`src/rtl/ccff_pkg.sv`:
```
// Shared definitions for the configuration-chain bitstream loader.
package ccff_pkg;

   typedef enum logic [1:0] {
      ST_IDLE,
      ST_LOAD,
      ST_VERIFY,
      ST_DONE
   } ccff_state_e;

   function automatic int cnt_width(input int chain_len);
      return $clog2(chain_len + 1);
   endfunction

   function automatic int words_per_pass(input int chain_len, input int word_w);
      return (chain_len + word_w - 1) / word_w;
   endfunction

   localparam int DEF_CHAIN_LEN      = 8;
   localparam int DEF_WORD_W         = 8;
   localparam int DEF_CNT_W          = cnt_width(DEF_CHAIN_LEN);
   localparam int DEF_WORDS_PER_PASS = words_per_pass(DEF_CHAIN_LEN, DEF_WORD_W);

endpackage

```
`src/rtl/ccff_word_serializer.sv`:
```
// One-word holding buffer feeding a shift register; emits one bit per cycle,
// LSB first, with a registered bit and bit-valid (chain shift enable).
module ccff_word_serializer #(
   parameter int WORD_W = 8
) (
   input  logic              clk,
   input  logic              rst,
   input  logic              active,
   input  logic              pass_end,
   input  logic [WORD_W-1:0] bs_data,
   input  logic              bs_valid,
   output logic              bs_ready,
   output logic              bit_out,
   output logic              bit_en
);

   localparam int SC_W = $clog2(WORD_W + 1);
   localparam logic [SC_W-1:0] WORD_REM = SC_W'(WORD_W - 1);

   logic [WORD_W-1:0] shreg;
   logic [WORD_W-1:0] hold;
   logic [SC_W-1:0]   rem;
   logic              hold_full;
   logic              hs;

   assign bs_ready = active & ~hold_full;
   assign hs       = bs_valid & bs_ready;

   // Next bit priority: shift register, then held word, then the word arriving
   // this cycle, so an accepted word can drive its bit 0 in the very next cycle.
   always_ff @(posedge clk) begin
      if (rst) begin
         shreg     <= '0;
         hold      <= '0;
         rem       <= '0;
         hold_full <= 1'b0;
         bit_out   <= 1'b0;
         bit_en    <= 1'b0;
      end else if (!active) begin
         rem       <= '0;
         hold_full <= 1'b0;
         bit_en    <= 1'b0;
      end else begin
         bit_en <= 1'b0;
         if (pass_end) begin
            // leftover bits of the pass's last word are dropped here
            rem <= '0;
            if (hs) begin
               hold      <= bs_data;
               hold_full <= 1'b1;
            end
         end else if (rem != '0) begin
            bit_out <= shreg[0];
            shreg   <= shreg >> 1;
            rem     <= rem - SC_W'(1);
            bit_en  <= 1'b1;
            if (hs) begin
               hold      <= bs_data;
               hold_full <= 1'b1;
            end
         end else if (hold_full) begin
            bit_out   <= hold[0];
            shreg     <= hold >> 1;
            rem       <= WORD_REM;
            hold_full <= 1'b0;
            bit_en    <= 1'b1;
         end else if (hs) begin
            bit_out <= bs_data[0];
            shreg   <= bs_data >> 1;
            rem     <= WORD_REM;
            bit_en  <= 1'b1;
         end
      end
   end

endmodule

```
`src/rtl/ccff_bitstream_loader.sv`:
```
// Loads a configuration chain from host bitstream words, with an optional
// second pass that checks the chain tail against the re-sent bitstream.
module ccff_bitstream_loader
   import ccff_pkg::*;
#(
   parameter int CHAIN_LEN = 8,
   parameter int WORD_W    = 8
) (
   input  logic              prog_clk,
   input  logic              pReset,
   input  logic              start,
   input  logic              verify_en,
   input  logic [WORD_W-1:0] bs_data,
   input  logic              bs_valid,
   output logic              bs_ready,
   output logic              ccff_head,
   output logic              ccff_shift_en,
   input  logic              ccff_tail,
   output logic              busy,
   output logic              done,
   output logic              verify_err
);

   localparam int CNT_W = cnt_width(CHAIN_LEN);
   localparam logic [CNT_W-1:0] LAST_BIT = CNT_W'(CHAIN_LEN - 1);

   ccff_state_e      state;
   logic             verify_q;
   logic [CNT_W-1:0] bit_cnt;
   logic             shifting;
   logic             pass_end;

   assign shifting = (state == ST_LOAD) || (state == ST_VERIFY);
   assign pass_end = shifting && ccff_shift_en && (bit_cnt == LAST_BIT);

   ccff_word_serializer #(.WORD_W(WORD_W)) u_ser (
      .clk      (prog_clk),
      .rst      (pReset),
      .active   (shifting),
      .pass_end (pass_end),
      .bs_data  (bs_data),
      .bs_valid (bs_valid),
      .bs_ready (bs_ready),
      .bit_out  (ccff_head),
      .bit_en   (ccff_shift_en)
   );

   always_ff @(posedge prog_clk) begin
      if (pReset) begin
         state      <= ST_IDLE;
         verify_q   <= 1'b0;
         bit_cnt    <= '0;
         busy       <= 1'b0;
         done       <= 1'b0;
         verify_err <= 1'b0;
      end else begin
         done <= 1'b0;
         unique case (state)
            ST_IDLE: begin
               if (start) begin
                  state      <= ST_LOAD;
                  verify_q   <= verify_en;
                  verify_err <= 1'b0;
                  bit_cnt    <= '0;
                  busy       <= 1'b1;
               end
            end
            ST_LOAD, ST_VERIFY: begin
               if (ccff_shift_en) begin
                  // tail now carries the pass-1 bit at the index being driven
                  if (state == ST_VERIFY && ccff_tail != ccff_head)
                     verify_err <= 1'b1;
                  if (pass_end) begin
                     bit_cnt <= '0;
                     if (state == ST_LOAD && verify_q) begin
                        state <= ST_VERIFY;
                     end else begin
                        state <= ST_DONE;
                        done  <= 1'b1;
                     end
                  end else begin
                     bit_cnt <= bit_cnt + CNT_W'(1);
                  end
               end
            end
            ST_DONE: begin
               state <= ST_IDLE;
               busy  <= 1'b0;
            end
            default: state <= ST_IDLE;
         endcase
      end
   end

endmodule

```
`config.mk`:
```
export PLATFORM = sky130hd
export DESIGN_NAME = ccff_bitstream_loader
export DESIGN_NICKNAME = d
export VERILOG_FILES = /design/src/rtl/ccff_pkg.sv /design/src/rtl/ccff_word_serializer.sv /design/src/rtl/ccff_bitstream_loader.sv
export SDC_FILE = /design/constraint.sdc
export NUM_CORES = 1
export LEC_CHECK = 0
export CAP_MARGIN = 20
export CORE_ASPECT_RATIO = 0.9
export CORE_MARGIN = 2
export CORE_UTILIZATION = 54
export CTS_BUF_LIST = sky130_fd_sc_hd__clkbuf_16
export DETAILED_ROUTE_END_ITERATION = 8
export PLACE_DENSITY = 0.78
export SKIP_LAST_GASP = 1
export SLEW_MARGIN = 40
export SYNTH_ARGS = -nofsm -noshare
export SYNTH_HDL_FRONTEND = slang
export SYNTH_SLANG_ARGS = --single-unit
```
`constraint.sdc`:
```
create_clock -name prog_clk -period 2.45 [get_ports prog_clk]
set_input_delay 0.3675 -clock prog_clk [delete_from_list [all_inputs] [get_ports prog_clk]]
set_output_delay 0.3675 -clock prog_clk [all_outputs]
set_load 0.01 [all_outputs]
```
Word level (Yosys, flattened, before mapping)
Index checks and enable logic that the tools add are counted.
{"block": "classes", "addsub": 2, "n_eq_ne": 9, "mux": 34, "bitwise": 7, "reduce_logical": 22}
{"op": "$mux W8", "n": 6}
{"op": "$mux W4", "n": 6}
{"op": "$mux W1", "n": 15}
{"op": "$reduce_and A3 Y1", "n": 3}
{"op": "$pmux W4 S2", "n": 1}
{"op": "$mux W2", "n": 3}
{"op": "$ne A2 B2 Y1 const B", "n": 3}
{"op": "$pmux W2 S3", "n": 1}
{"op": "$reduce_and A2 Y1", "n": 3}
{"op": "$reduce_bool A2 Y1", "n": 3}
{"op": "$not A1 Y1", "n": 5}
{"op": "$add A4 B1 Y4 const B", "n": 1}
{"op": "$eq A2 B2 Y1 const B", "n": 2}
{"op": "$eq A4 B3 Y1 const B", "n": 1}
{"op": "$logic_and A1 B1 Y1", "n": 4}
{"op": "$pmux W1 S2", "n": 2}
{"op": "$reduce_and A4 Y1", "n": 1}
{"op": "$reduce_bool A4 Y1", "n": 1}
{"op": "$reduce_or A2 Y1", "n": 2}
{"op": "$reduce_or A4 Y1", "n": 1}
{"op": "$sub A4 B1 Y4 const B", "n": 1}
{"op": "$reduce_bool A3 Y1", "n": 1}
{"op": "$reduce_or A3 Y1", "n": 1}
{"op": "$and A1 B1 Y1", "n": 2}
{"op": "5 further kinds", "n": 5}
{"block": "word_totals", "register_bits": 33, "in_bits": 14, "word_cells": 86}

Depth between registers and ports, before layout
{"block": "depth", "depth_word": 7, "depth_mapped": 7, "ltp_nobuf": 6}

Cells and area by module
Synthesis repeated with hierarchy kept, for this count alone.
{"block": "hier_totals", "cells_unflattened": 193, "hier_area_um2": 1806.7}
{"mod": "ccff_word_serializer", "instances": 1, "cells_per_inst": 127, "area_per_inst_um2": 1224.9, "seq_area_each_um2": 440.4}
{"mod": "ccff_bitstream_loader", "instances": 1, "cells_per_inst": 66, "area_per_inst_um2": 581.8, "seq_area_each_um2": 200.2}

Least setup slack after synthesis
OpenSTA, ideal clock, no wires.
{"block": "synth_path", "kind": "register -> register", "from": "register u_ser.rem[0]", "to": "register u_ser.hold[0]", "setup_ps": 128, "t_arrival_ps": 1562, "setup_slack_ps": 760, "stages_incl_launch_ff": 7, "path_buffers": 0, "cell_sequence": "dfxtp_1 > inv_1 > ha_1 > nor3b_2 > a211oi_4 > mux2i_1 > nor2_1"}
{"block": "synth_between", "elab_chain_len": 3}
{"item": "from (decl)", "line_no": "ccff_word_serializer.sv:22", "source": "logic [SC_W-1:0] rem;"}
{"item": "from (signal assigned)", "line_no": "ccff_word_serializer.sv:55", "source": "rem <= rem - SC_W'(1);"}
{"item": "$reduce_bool A4 Y1", "line_no": "ccff_word_serializer.sv:52", "source": "end else if (rem != '0) begin"}
{"item": "$reduce_bool A2 Y1 (no source line)"}
{"item": "$reduce_and A2 Y1 (no source line)"}
{"item": "to (signal assigned)", "line_no": "ccff_word_serializer.sv:49", "source": "hold <= bs_data;"}
{"item": "to (signal assigned)", "line_no": "ccff_word_serializer.sv:58", "source": "hold <= bs_data;"}
{"item": "to (decl)", "line_no": "ccff_word_serializer.sv:21", "source": "logic [WORD_W-1:0] hold;"}
Every way passes these cells.
A chain may end at the register's enable or synchronous reset.

Worst setup path after layout
{"block": "layout_path", "from": "register state[1]", "to": "output port bs_ready"}
{"block": "layout_between", "elab_chain_len": 3, "elab_cells_between_ends": 4}
{"item": "from (decl)", "line_no": "ccff_bitstream_loader.sv:27", "source": "ccff_state_e state;"}
{"item": "from (signal assigned)", "line_no": "ccff_bitstream_loader.sv:50", "source": "state <= ST_IDLE;"}
{"item": "from (signal assigned)", "line_no": "ccff_bitstream_loader.sv:61", "source": "state <= ST_LOAD;"}
{"item": "from (signal assigned)", "line_no": "ccff_bitstream_loader.sv:76", "source": "state <= ST_VERIFY;"}
{"item": "$eq A2 B1 Y1 or $eq A2 B2 Y1 (tied branches)", "line_no": "ccff_bitstream_loader.sv:33", "source": "assign shifting = (state == ST_LOAD) || (state == ST_VERIFY);"}
{"item": "$logic_or A1 B1 Y1 (*)", "line_no": "ccff_bitstream_loader.sv:33"}
{"item": "net shifting", "line_no": "ccff_bitstream_loader.sv:30", "source": "logic shifting;"}
{"item": "$and A1 B1 Y1 (*)", "line_no": "ccff_word_serializer.sv:26", "source": "assign bs_ready = active & ~hold_full;"}
{"item": "to (decl)", "line_no": "ccff_bitstream_loader.sv:15", "source": "output logic bs_ready,"}
The timed path passes the listed nets; every way through them passes the cells marked *.

==> flow_summary.json <==
{
  "insertedDiodeCount": 0,
  "worst_pin_slew_ns": 0.7492,
  "track_usage_pct": 21.83,
  "ys_seq_area_share_pct": 40.89,
  "synthArstFlopShare_pct": 0,
  "yosysTopAreaCellShare_pct": 40.89,
  "firstDrtPassIters": 4,
  "postLayoutCoreUtil_pct": 70.40,
  "wl_per_cell_um": 13.32,
  "viasPerCell": 5.434,
  "core_um2": 2748,
  "yosys.area_share.xor_xnor_pct": 1.118,
  "max-slew-margin-rel_pct": 49.99,
  "p_comb_share_pct": 16.7,
  "cts_tree": "yes",
  "root_buffer": "clkbuf_16",
  "finalSetupViolCount": 0,
  "hold_viol_final": 0,
  "layout.nets": 214,
  "switching_share_pct": 25.27,
  "power.share.clock_pct": 41.3,
  "path_clk_slew_ns": 0.05,
  "min_path_type": "flop to flop",
  "p_leak_nw": 0.7344,
  "power_density_nw_per_um2": 703.8,
  "grt_pass1_vias": 1180,
  "rsz0062_at_grt": "no",
  "synthSimpleGateAreaFrac_pct": 20.37,
  "muxShareOfSynthArea_pct": 12.22,
  "switching_power_w": 0.0003441,
  "dieArea_um2": 3348,
  "crit_required_ns": 2.08,
  "drc": 0,
  "synth_edf_count": 0,
  "peakVddDrop_mv": 0.5538,
  "place_congestion": 0.7770,
  "p_int_w": 0.001017,
  "finalSetupTns_ns": 0,
  "syn2layout_area_growth_pct": 23.48,
  "grt_pass1_wl_mm": 5.154,
  "dpl_cell_area_um2": 1798,
  "synth_adder_area_share_pct": 4.792,
  "initial_core_util_pct": 57.01,
  "synth_top_family_by_area": "simple AND/OR/NAND/NOR gates",
  "mappedNetlistNets": 192,
  "syn_inst": 172,
  "cts_setup_buffers": 0,
  "synth-compound-area-share_pct": 17.17,
  "fillers": 220,
  "antenna_found_initial": 0,
  "worstPathArrival_ns": 1.86,
  "numCtsBuffers": 5,
  "dieHeight_um": 55.10,
  "netlist_area_um2": 1567,
  "wirelength_mm": 3.130,
  "endpoint_kind": "primary output",
  "clock_skew_ns": 0.004074,
  "yosys.area.top_type": "dfxtp_1",
  "grt_max_degree": 28,
  "synth.avg_cell_area_um2": 9.108,
  "synth_flop_cell": "dfxtp_1",
  "vias": 1277,
  "io_buffer_count": 19,
  "clk_latency_ns": 0.27,
  "die_w_um": 60.78,
  "antenna_left": 0,
  "fin_area_um2": 1934,
  "run_status": "completed",
  "drt_iter0_markers": 57,
  "io_pins": 20,
  "yosysWarningCount": 0,
  "slew_viol_final": 0,
  "synth.distinct_cells": 33,
  "layout_min_cycle_time_ns": 2.230,
  "rows": 18,
  "cts_hold_buf": 0,
  "critPathKind": "flop to primary output",
  "drv_cap": 0,
  "ys_ff_latch": 32,
  "drive_gt1_share_pct": 8.718,
  "fmax_mhz": 448.5,
  "clock_path_buffers": 2,
  "crit_path_max_fanout": 4,
  "p_seq_share_pct": 42.0,
  "post_cts_resized": 0,
  "start_kind": "flop",
  "h-tree-depth": 2,
  "gr-total-overflow": 0,
  "finalCritPeriodShare_pct": 91.01,
  "cts_sinks": 32,
  "dp_hpwl_mm": 2.201,
  "synth_area_leaders": "dfxtp_1 41%, mux2i_1 12%, nand2_1 5.3%, ha_1 4.8%, a21oi_1 4.5%"
}
kinds of logic after synthesis:
| group | Yosys count |
|---|---|
| XOR/XNOR | 2 |
| adder cells (fa/ha/maj) | 6 |
| flip-flops | 32 |
| AND/OR/NAND/NOR | 63 |
| multiplexers | 19 |
| buffers and inverters | 13 |
| AO/OA/AOI/OAI | 37 |
layer usage:
metal	routed length [um]	GRT usage [%]	vias up
met3	159	7.674	6
li1	-	-	653
met1	1421	25.86	594
met5	0	0	-
met4	52	8.696	0
met2	1497	36.38	24
sequential cells by signal (all words and copies together) (netlist names):
register,flops
u_ser.rem,4
u_ser.hold,8
verify_err,1
done,1
verify_q,1
bit_cnt,4
state,2
u_ser.hold_full,1
busy,1
u_ser.shreg,7
u_ser.bit_out,1
u_ser.bit_en,1
synthesized netlist by cell type (2+ instances only):
master     count
clkbuf_1       3
inv_1          6
nor2b_1        2
nand3_1        4
nor3_1         4
o211ai_1       7
nor2_1        18
o2bb2ai_1      2
ha_1           6
buf_2          4
a211oi_1       5
mux2i_1       18
a21oi_1       14
nand2_1       22
nand2b_1       3
nand3b_1       2
xnor2_1        2
o21ai_0        4
dfxtp_1       32
metrics by stage:
stage	std cells	setup slack, ns	hold WS (ns)	total power, W
CTS	235	0.2267	0.4520	0.001377
finish	235	0.2204	0.4498	0.001361
global route	235	0.1437	0.4838	0.001429
detailed placement	227	0.3639	0.4476	0.0008065
global placement	227	0.4500	0.4437	0.0007984
floorplan	172	0.7600	0.4320	0.0007294
final timing paths:
| kind | start | endpoint | slack [ns] | cells past startpoint |
|---|---|---|---|---|
| worst min register to register | u_ser.shreg[6] | u_ser.shreg[6] | 0.45 | 2 |
| worst min-delay path | u_ser.shreg[6] | u_ser.shreg[6] | 0.45 | 2 |
| worst max register to register | state[0] | bit_cnt[0] | 0.38 | 7 |
| worst max-delay path | state[1] | bs_ready | 0.22 | 4 |
layout make-up:
cell class / count / area, um^2 / area share (%)
multi-input cells: 127 / 872.1 / 45.08
flip-flops and latches: 32 / 640.6 / 33.12
repair buffers: 22 / 212.7 / 11.00
clock buffers: 5 / 125.1 / 6.468
well taps: 40 / 50.05 / 2.587
inverters: 6 / 22.52 / 1.164
clock inverters: 3 / 11.26 / 0.5821
worst max-delay path, cell delays in order, from the launching register on:
cell and delay (ns):
dfxtp_1 0.39, inv_1 0.09, ha_1 0.39, nor2b_1 0.17, clkdlybuf4s50_1 0.55
power groups by stage:
stage / Clock, W / Combinational (W) / Sequential (W)
6_report: 0.000562 / 0.000227 / 0.000572
5_1_grt: 0.000601 / 0.000253 / 0.000575
4_1_cts: 0.000578 / 0.000227 / 0.000572
3_5_place_dp: 0 / 0.000225 / 0.000581
3_3_place_gp: 0 / 0.000218 / 0.000580
2_1_floorplan: 0 / 0.000152 / 0.000578
cell usage in the layout, fill, tap and decap left out, drive strengths merged, types with 4 or more instances in the layout:
cell            n
dfxtp          32
a21oi          14
a211oi          6
clkbuf          5
o21ai           4
ha              6
o211ai          7
nor3            4
nand2          22
clkdlybuf4s50  19
inv             8
nor2           18
nand3           4
mux2i          18
Note: power is estimated with default switching activity, not from simulation.
